File: config.mk
export PLATFORM = sky130hd
export DESIGN_NAME = module_deco_sequencer
export DESIGN_NICKNAME = d
export VERILOG_FILES = /design/src/rtl/deco_pkg.sv /design/src/rtl/module_refresh_tick.sv /design/src/rtl/module_deco_sequencer.sv
export SDC_FILE = /design/constraint.sdc
export NUM_CORES = 1
export LEC_CHECK = 0
export BUFFER_PORTS_ARGS = -buffer_cell sky130_fd_sc_hd__buf_4
export CAP_MARGIN = 20
export CORE_ASPECT_RATIO = 0.75
export CORE_MARGIN = 10
export CORE_UTILIZATION = 30
export DETAILED_ROUTE_END_ITERATION = 8
export GPL_ROUTABILITY_DRIVEN = 0
export PLACE_DENSITY_LB_ADDON = 0.25
export SLEW_MARGIN = 20
export SYNTH_ARGS = -nofsm -noshare
export SYNTH_HDL_FRONTEND = slang
export SYNTH_SLANG_ARGS = --single-unit
File: constraint.sdc
create_clock -name clk_i -period 1.6 [get_ports clk_i]
set_input_delay 0.32 -clock clk_i [delete_from_list [all_inputs] [get_ports clk_i]]
set_output_delay 0.32 -clock clk_i [all_outputs]
set_load 0.03 [all_outputs]
File: src/rtl/deco_pkg.sv
// Shared types for the Gray-code display sequencer.
// FSM state encoding, operand/result widths and the Gray decode helper.
package deco_pkg;

   localparam int GRAY_W = 4;
   localparam int BCD_W  = 8;

   typedef enum logic [2:0] {
      ST_IDLE,
      ST_SAMPLE,
      ST_CONVERT,
      ST_WAIT,
      ST_UPDATE
   } state_t;

   // MSB passes through; each lower bit folds in the bit above it.
   function automatic logic [GRAY_W-1:0] gray_to_bin(
      input logic [GRAY_W-1:0] g
   );
      logic [GRAY_W-1:0] b;
      b[GRAY_W-1] = g[GRAY_W-1];
      for (int i = GRAY_W-2; i >= 0; i--) begin
         b[i] = b[i+1] ^ g[i];
      end
      return b;
   endfunction

endpackage

File: src/rtl/module_refresh_tick.sv
// Free-running modulo-PERIOD counter with a one-cycle tick on wrap.
// Ports: clk_i, rst_i (async, active-low), tick_o (high while count = PERIOD-1).
module module_refresh_tick #(
   parameter int PERIOD = 2
)(
   input  logic clk_i,
   input  logic rst_i,
   output logic tick_o
);

   localparam int CW = (PERIOD > 1) ? $clog2(PERIOD) : 1;
   localparam logic [CW-1:0] LAST = CW'(PERIOD - 1);

   logic [CW-1:0] cnt;

   always_ff @(posedge clk_i or negedge rst_i) begin
      if (!rst_i) begin
         cnt <= '0;
      end else if (cnt == LAST) begin
         cnt <= '0;
      end else begin
         cnt <= cnt + CW'(1);
      end
   end

   assign tick_o = (cnt == LAST);

endmodule

File: src/rtl/module_deco_sequencer.sv
// Samples a Gray-code input, drives an external binary-to-BCD converter and
// scans the held two-digit result. Ports: clk_i, rst_i (async active-low),
// gray_code_i, conv_* handshake, bin_code_o, bcd_o, digit_sel_o, blank_o,
// busy_o, error_o (sticky converter timeout).
module module_deco_sequencer
   import deco_pkg::*;
#(
   parameter int INPUT_REFRESH   = 2700000,
   parameter int DISPLAY_REFRESH = 27000,
   parameter int CONV_TIMEOUT    = 64
)(
   input  logic              clk_i,
   input  logic              rst_i,
   input  logic [GRAY_W-1:0] gray_code_i,
   output logic              conv_start_o,
   output logic [GRAY_W-1:0] conv_bin_o,
   input  logic              conv_done_i,
   input  logic [BCD_W-1:0]  conv_bcd_i,
   output logic [GRAY_W-1:0] bin_code_o,
   output logic [BCD_W-1:0]  bcd_o,
   output logic              digit_sel_o,
   output logic              blank_o,
   output logic              busy_o,
   output logic              error_o
);

   localparam int TW = (CONV_TIMEOUT > 1) ? $clog2(CONV_TIMEOUT) : 1;
   localparam logic [TW-1:0] TO_LAST = TW'(CONV_TIMEOUT - 1);

   logic [GRAY_W-1:0] g_meta;
   logic [GRAY_W-1:0] g_sync;
   logic              tick_in;
   logic              tick_disp;
   state_t            state;
   state_t            state_nx;
   logic              pending;
   logic              valid;
   logic [TW-1:0]     wait_cnt;
   logic [GRAY_W-1:0] sample_bin;
   logic              same_code;
   logic              timeout;

   module_refresh_tick #(
      .PERIOD (INPUT_REFRESH)
   ) u_in_tick (
      .clk_i  (clk_i),
      .rst_i  (rst_i),
      .tick_o (tick_in)
   );

   module_refresh_tick #(
      .PERIOD (DISPLAY_REFRESH)
   ) u_disp_tick (
      .clk_i  (clk_i),
      .rst_i  (rst_i),
      .tick_o (tick_disp)
   );

   always_ff @(posedge clk_i or negedge rst_i) begin
      if (!rst_i) begin
         g_meta <= '0;
         g_sync <= '0;
      end else begin
         g_meta <= gray_code_i;
         g_sync <= g_meta;
      end
   end

   assign sample_bin = gray_to_bin(g_sync);
   assign same_code  = valid && (sample_bin == bin_code_o);
   assign timeout    = (state == ST_WAIT) && !conv_done_i
                       && (wait_cnt == TO_LAST);

   always_ff @(posedge clk_i or negedge rst_i) begin
      if (!rst_i) begin
         state <= ST_IDLE;
      end else begin
         state <= state_nx;
      end
   end

   always_comb begin
      state_nx = state;
      unique case (state)
         ST_IDLE: begin
            if (tick_in || pending) begin
               state_nx = ST_SAMPLE;
            end
         end
         ST_SAMPLE: begin
            state_nx = same_code ? ST_IDLE : ST_CONVERT;
         end
         ST_CONVERT: begin
            state_nx = ST_WAIT;
         end
         ST_WAIT: begin
            if (conv_done_i) begin
               state_nx = ST_UPDATE;
            end else if (timeout) begin
               state_nx = ST_IDLE;
            end
         end
         ST_UPDATE: begin
            state_nx = ST_IDLE;
         end
         default: begin
            state_nx = ST_IDLE;
         end
      endcase
   end

   always_comb begin
      conv_start_o = (state == ST_CONVERT);
      busy_o       = (state != ST_IDLE);
      blank_o      = digit_sel_o
                     && (bcd_o[BCD_W-1:BCD_W/2] == '0);
   end

   // In IDLE any tick is consumed by the transition itself, so pending
   // only ever collects a tick that lands while a cycle is in progress.
   always_ff @(posedge clk_i or negedge rst_i) begin
      if (!rst_i) begin
         conv_bin_o  <= '0;
         bin_code_o  <= '0;
         bcd_o       <= '0;
         valid       <= 1'b0;
         error_o     <= 1'b0;
         pending     <= 1'b0;
         wait_cnt    <= '0;
         digit_sel_o <= 1'b0;
      end else begin
         if (state == ST_IDLE) begin
            pending <= 1'b0;
         end else if (tick_in) begin
            pending <= 1'b1;
         end

         if (state == ST_SAMPLE) begin
            conv_bin_o <= sample_bin;
         end

         if (state == ST_WAIT) begin
            wait_cnt <= wait_cnt + TW'(1);
         end else begin
            wait_cnt <= '0;
         end

         if ((state == ST_WAIT) && conv_done_i) begin
            bcd_o      <= conv_bcd_i;
            bin_code_o <= conv_bin_o;
            valid      <= 1'b1;
         end

         if (timeout) begin
            error_o <= 1'b1;
            valid   <= 1'b0;
         end

         if (tick_disp) begin
            digit_sel_o <= ~digit_sel_o;
         end
      end
   end

endmodule

After elaboration in Yosys (flattened, before gate mapping)
Index checks and enable logic that the tools add are counted.
- flip-flop bits (word level): 74
- output and inout port bits: 21
- word-level logic and storage cells: 54
- $add $sub $neg: 3
- eq/ne operators: 9
- muxes and demuxes: 12
- bitwise gates (word level): 4
- reductions and logical operators: 13
- operators with widths (kind ; number):
    adder 22 x 1 -> 22 bit, second input constant ; 1
    == test 22 bit, second input constant ; 1
    2-to-1 mux 22 bit ; 1
    adder 15 x 1 -> 15 bit, second input constant ; 1
    == test 15 bit, second input constant ; 1
    2-to-1 mux 15 bit ; 1
    case mux 3 bit (4 select lines) ; 1
    2-to-1 mux 3 bit ; 3
    adder 6 x 1 -> 6 bit, second input constant ; 1
    == test 3 x 2 -> 1 bit, second input constant ; 2
    == test 6 bit, second input constant ; 1
    2-to-1 mux 6 bit ; 1
    logical AND 1 bit ; 5
    == test 4 bit ; 1
    logical NOT 4 bit ; 1
    2-to-1 mux 1 bit ; 4
    nonzero test 2 bit ; 2
    == test 3 x 1 -> 1 bit, second input constant ; 1
    logical NOT 3 bit ; 1
    inequality test 3 bit, second input constant ; 1
    nonzero test 3 bit ; 1
    bitwise XOR 1 bit ; 3
    2-to-1 mux 2 bit ; 1
    inequality test 2 bit, second input constant ; 1
    4 further kinds ; 4

Longest topological paths before layout
- word-level depth: 7
- mapped depth: 6

Cells and area by module
Synthesis repeated with hierarchy kept, for this count alone.
- cell total of the unflattened synthesis: 279
- area, all modules: 3323.2 µm²
- modules (own cells, without submodules) (module ; instances ; cells an instance ; area each (µm²)):
    module_deco_sequencer ; 1 ; 108 ; 1482.7
    module_refresh_tick at u_in_tick ; 1 ; 104 ; 1116.1
    module_refresh_tick at u_disp_tick ; 1 ; 67 ; 724.4

Least setup slack after synthesis
No wires, ideal clock.
- kind: reg-to-reg
- start: register bin_code_o[2]
- end: register state[1]
- setup time: 0.134 ns
- arrival time: 1.450 ns
- required time: 1.466 ns
- slack: 0.016 ns
- stages on the path, launching flop included: 5
- period minus slack after synthesis: 1.584 ns
- cell sequence: dfrtp_1 -> xor2_1 -> or3_1 -> a2111oi_0 -> a21oi_1
- cells in the longest elaborated chain, start to end: 4
- RTL lines (item ; line ; text):
    from (decl) ; module_deco_sequencer.sv:19 ; output logic [GRAY_W-1:0] bin_code_o,
    from (signal assigned) ; module_deco_sequencer.sv:150 ; bin_code_o <= conv_bin_o;
    == test 4 bit ; module_deco_sequencer.sv:70 ; assign same_code = valid && (sample_bin == bin_code_o);
    logical AND 1 bit ; module_deco_sequencer.sv:70 ;
    2-to-1 mux 2 bit ; module_deco_sequencer.sv:91 ; state_nx = same_code ? ST_IDLE : ST_CONVERT;
    case mux 3 bit (4 select lines) ; module_deco_sequencer.sv:84 ; unique case (state)
    to (signal assigned) ; module_deco_sequencer.sv:78 ; state <= state_nx;
    to (decl) ; module_deco_sequencer.sv:34 ; state_t state;
No other way between the ends.
A chain may end at the register's enable or synchronous reset.

Final worst setup path
- start: register u_in_tick.cnt[17]
- end: register u_in_tick.cnt[21]
- cells in the longest elaborated chain, start to end: 2
- elaborated cells on any way between the ends: 3
- classes of those cells: add/sub: 1; eq/ne: 1; mux: 1
- RTL lines (item ; line ; text):
    from (decl) ; module_refresh_tick.sv:14 ; logic [CW-1:0] cnt;
    from (signal assigned) ; module_refresh_tick.sv:22 ; cnt <= cnt + CW'(1);
    adder 22 x 1 -> 22 bit / == test 22 bit (equally long branches) ; module_refresh_tick.sv:22, module_refresh_tick.sv:19 ;
    2-to-1 mux 22 bit (*) ; module_refresh_tick.sv:19 ; end else if (cnt == LAST) begin
Every way passes the cells marked *; elsewhere a longest branch is shown, timed or not.

==> results by group <==
GRT
  • Vias in the first global route: 2456
  • GR Overflow Total: 0
  • GRT Util Overall: 9.57%
  • First-pass GRT wire length: 12200 um
  • Initial antenna violation count: 0
  • Pin count of the biggest net entering global routing: 44

Place
  • DPL Wire Length: 4990 um
  • Placement-stage cell area: 0.00397 sq mm
  • PortBufs: 35
  • Dpl cells: 477

Critical path
  • CP max FO: 2
  • Data arrival, critical path: 1.86 ns
  • Reg-to-Reg End: u_in_tick.cnt[21]$_DFF_PN0_
  • Bufs and invs on worst path: 2
  • Worst endpoint required time: 1.81 ns
  • Reg2Reg Setup Slack: -0.05 ns
  • CP Capture Type: flop
  • Cell count of the worst reg-to-reg path: 5
  • Crit path cell chain: or4_4, buf_4, buf_4, o41ai_2, mux2i_1
  • Max stage delay on crit path: 0.56 ns
  • Critical path class: flop to flop
  • CP delay by family, top: simple AND/OR/NAND/NOR gates
  • CP Launch Type: flop
  • RR Startpoint: u_in_tick.cnt[17]$_DFF_PN0_
  • Slowest CP cell: or4_4
  • Most frequent cell on the critical path: buf_4

Hold path
  • Hold Path Class: input port to flop
  • Hold Startpoint: gray_code_i[1]
  • Hold Path Cell Cnt: 1
  • Worst Hold End: g_meta[1]$_DFF_PN0_

Clocking
  • CTS buffer count: 9
  • Clock slew at reported path FFs: 0.06 ns
  • Root buffer cell: clkbuf_16
  • Worst skew pair latency: 0.33 ns
  • TritonCTS clock tree: built
  • CTS sink count: 74
  • H-tree level count: 3
  • CTS max path bufs: 2

Power
  • Worst VDD drop: 0.000904 V
  • Total power draw: 6.09 mW
  • LEAKAGE: 2.15 nW
  • PwrDens: 1350 mW/mm^2

Floorplanning
  • Die Footprint: 0.0156 sq mm
  • I/O pin count: 36
  • Die span in x: 141 um
  • Die Height: 111 um
  • Area of the core: 0.0105 sq mm
  • Row cnt: 32
  • Initial Util: 31.3%

Routing
  • Iteration count of the initial detailed-routing pass: 4
  • WL met3: 576 um
  • First DRT Iteration DRCs: 100
  • Avg WL per Cell: 14.2 um
  • Detailed-route via count: 2330
  • Drt total wl: 7210 um
  • WL met2: 3080 um
  • Top Layer Used: met4
  • Antenna-violating nets left: 0
  • Via density: 4.60
  • Post-Route M1 WL: 3480 um
  • DRC violation count after routing: 0

Final layout
  • Antenna diode count: 0
  • Final instance area: 0.00452 sq mm
  • Layout cells sized above 1: 39.2%
  • Final Net Count: 383
  • Final Non-Filler Cells: 506
  • Syn-to-layout area delta: 37.7%
  • Commonest non-fill, non-tap cell in the layout: buf_4
  • Most frequent cells in the layout: 77 x buf_4, 74 x dfrtp_1, 26 x nor2_1

Logic synthesis
  • Mapped Area: 0.00328 sq mm
  • Synth Area per Inst: 12.0 sq um
  • Synth Register Bits: 74
  • Ys Warns: 0
  • Net Count, Synth: 291
  • FFs w/ async S/R, synth: 100%
  • Synth unique cells: 47
  • Post-synth EDFFs: 0
  • Top_reg_cell synth: dfrtp_1
  • Cell count after synthesis: 273
  • Seq/Total Area, Yosys: 56.4%

Outcome
  • Status: finished, violations left
  • Failing checks: setup timing

STA
  • Worst-Margin Slew: 0.402 ns
  • FMAX: 605 MHz
  • Final setup TNS: -0.472 ns
  • Final Cycle Share: 103%
  • Unrepaired setup endpoints after global routing: true
  • Fin crit period: 1.65 ns
  • Slew margin rel.: 73.0%
  • Hold Vio Cnt, Final: 0
  • Finish-stage setup viols: 15
  • Skew final: 0.00417 ns
  • Fin worst setup slack: -0.0536 ns
  • Final Slew Violations: 0

Run
  • Max cap viols: 0
## power breakdown
part	leakage, nW	switching [mW]	internal [mW]
clock network	0.143	0.815	1.22
registers	0.939	0.203	2.13
logic	1.07	0.932	0.789
total	2.15	1.95	4.14
## how the worst max path moves through the flow
stage	slack (ns)	from	to	depth (start not counted)
floorplan	0.02	bin_code_o[2]$_DFFE_PN0P_	state[1]$_DFFE_PN0P_	4
global placement	-0.11	u_in_tick.cnt[15]$_DFF_PN0_	state[0]$_DFFE_PN0P_	5
detailed placement	-0.10	u_in_tick.cnt[15]$_DFF_PN0_	state[0]$_DFFE_PN0P_	5
CTS	-0.04	bcd_o[6]$_DFFE_PN0P_	blank_o	3
global route	-0.12	bcd_o[6]$_DFFE_PN0P_	blank_o	3
finish	-0.05	u_in_tick.cnt[17]$_DFF_PN0_	u_in_tick.cnt[21]$_DFF_PN0_	5
## cells by family after synthesis
kind of cell	count (synthesis)	share of synthesized area [%]
DFF	74	56.4
adders and majority gates	3	1.14
muxes	20	6.67
xor gates and xnor gates	36	9.61
AOI/OAI and AO/OA	15	3.32
and+or+nand+nor	113	21.1
buffers and inverters	12	1.75
## worst register-to-register path, cell delays in order (launching register included)
cell and delay, ns:
dfrtp_1 0.38, or4_4 0.56, buf_4 0.16, buf_4 0.13, o41ai_2 0.19, mux2i_1 0.11
## cells in the mapped netlist (all sizes together) (2+ instances only)
cell	n	area (sq um)
a21oi	4	20.0
and2	4	25.0
and3	4	25.0
and4	4	35.0
buf	3	23.8
dfrtp	74	1850
ha	3	37.5
inv	9	33.8
mux2	15	169
mux2i	5	50.1
nand2	18	67.6
nand2b	2	12.5
nand3	15	75.1
nand4	8	65.1
nand4b	3	26.3
nand4bb	2	22.5
nor2	31	116
nor2b	3	18.8
nor3	4	36.3
nor4	6	80.1
o31ai	2	15.0
o41ai	2	17.5
or3	2	12.5
xnor2	14	123
xor2	22	193
## stage by stage
stage / util (%) / hold slack (ns) / worst slack, ns
6_report: 43.1 / 0.0868 / -0.0536
5_1_grt: 43.1 / 0.0717 / -0.117
4_1_cts: 41.8 / 0.0736 / -0.0362
3_5_place_dp: 37.9 / 0.218 / -0.102
3_3_place_gp: 37.9 / 0.217 / -0.112
2_1_floorplan: - / 0.0244 / 0.0158
## state kept, by name, summed over array words and instances (netlist names)
register / cells
bcd_o: 8
bin_code_o: 4
conv_bin_o: 4
digit_sel_o: 1
error_o: 1
g_meta: 4
g_sync: 4
pending: 1
state: 3
u_disp_tick.cnt: 15
u_in_tick.cnt: 22
valid: 1
wait_cnt: 6
## final cells by class
cell class | instances | area (sq um)
inverters | 9 | 33.8
fillers | 1014 | 5970
clock inverters | 7 | 76.3
flip-flops and latches | 74 | 1850
clock buffers | 9 | 225
multi-input cells | 187 | 1490
repair buffers | 84 | 673
well taps | 136 | 170
## layer usage
layer | track usage (%) | up-vias
li1 | - | 1143
met1 | 12.6 | 1127
met2 | 12.9 | 47
met3 | 5.13 | 13
met4 | 3.28 | 0
met5 | 0 | -
## what timing repair did
| action | 4_1_cts | 5_1_grt |
|---|---|---|
| gates resized for setup | 7 | 20 |
| setup endpoints to repair | 16 | 27 |
| setup buffers | 7 | 5 |
| pin swaps | 8 | 14 |
| hold buffers | 1 | 0 |
| hold endpoints to repair | 16 | 0 |
(Power assumes the default switching activity.)
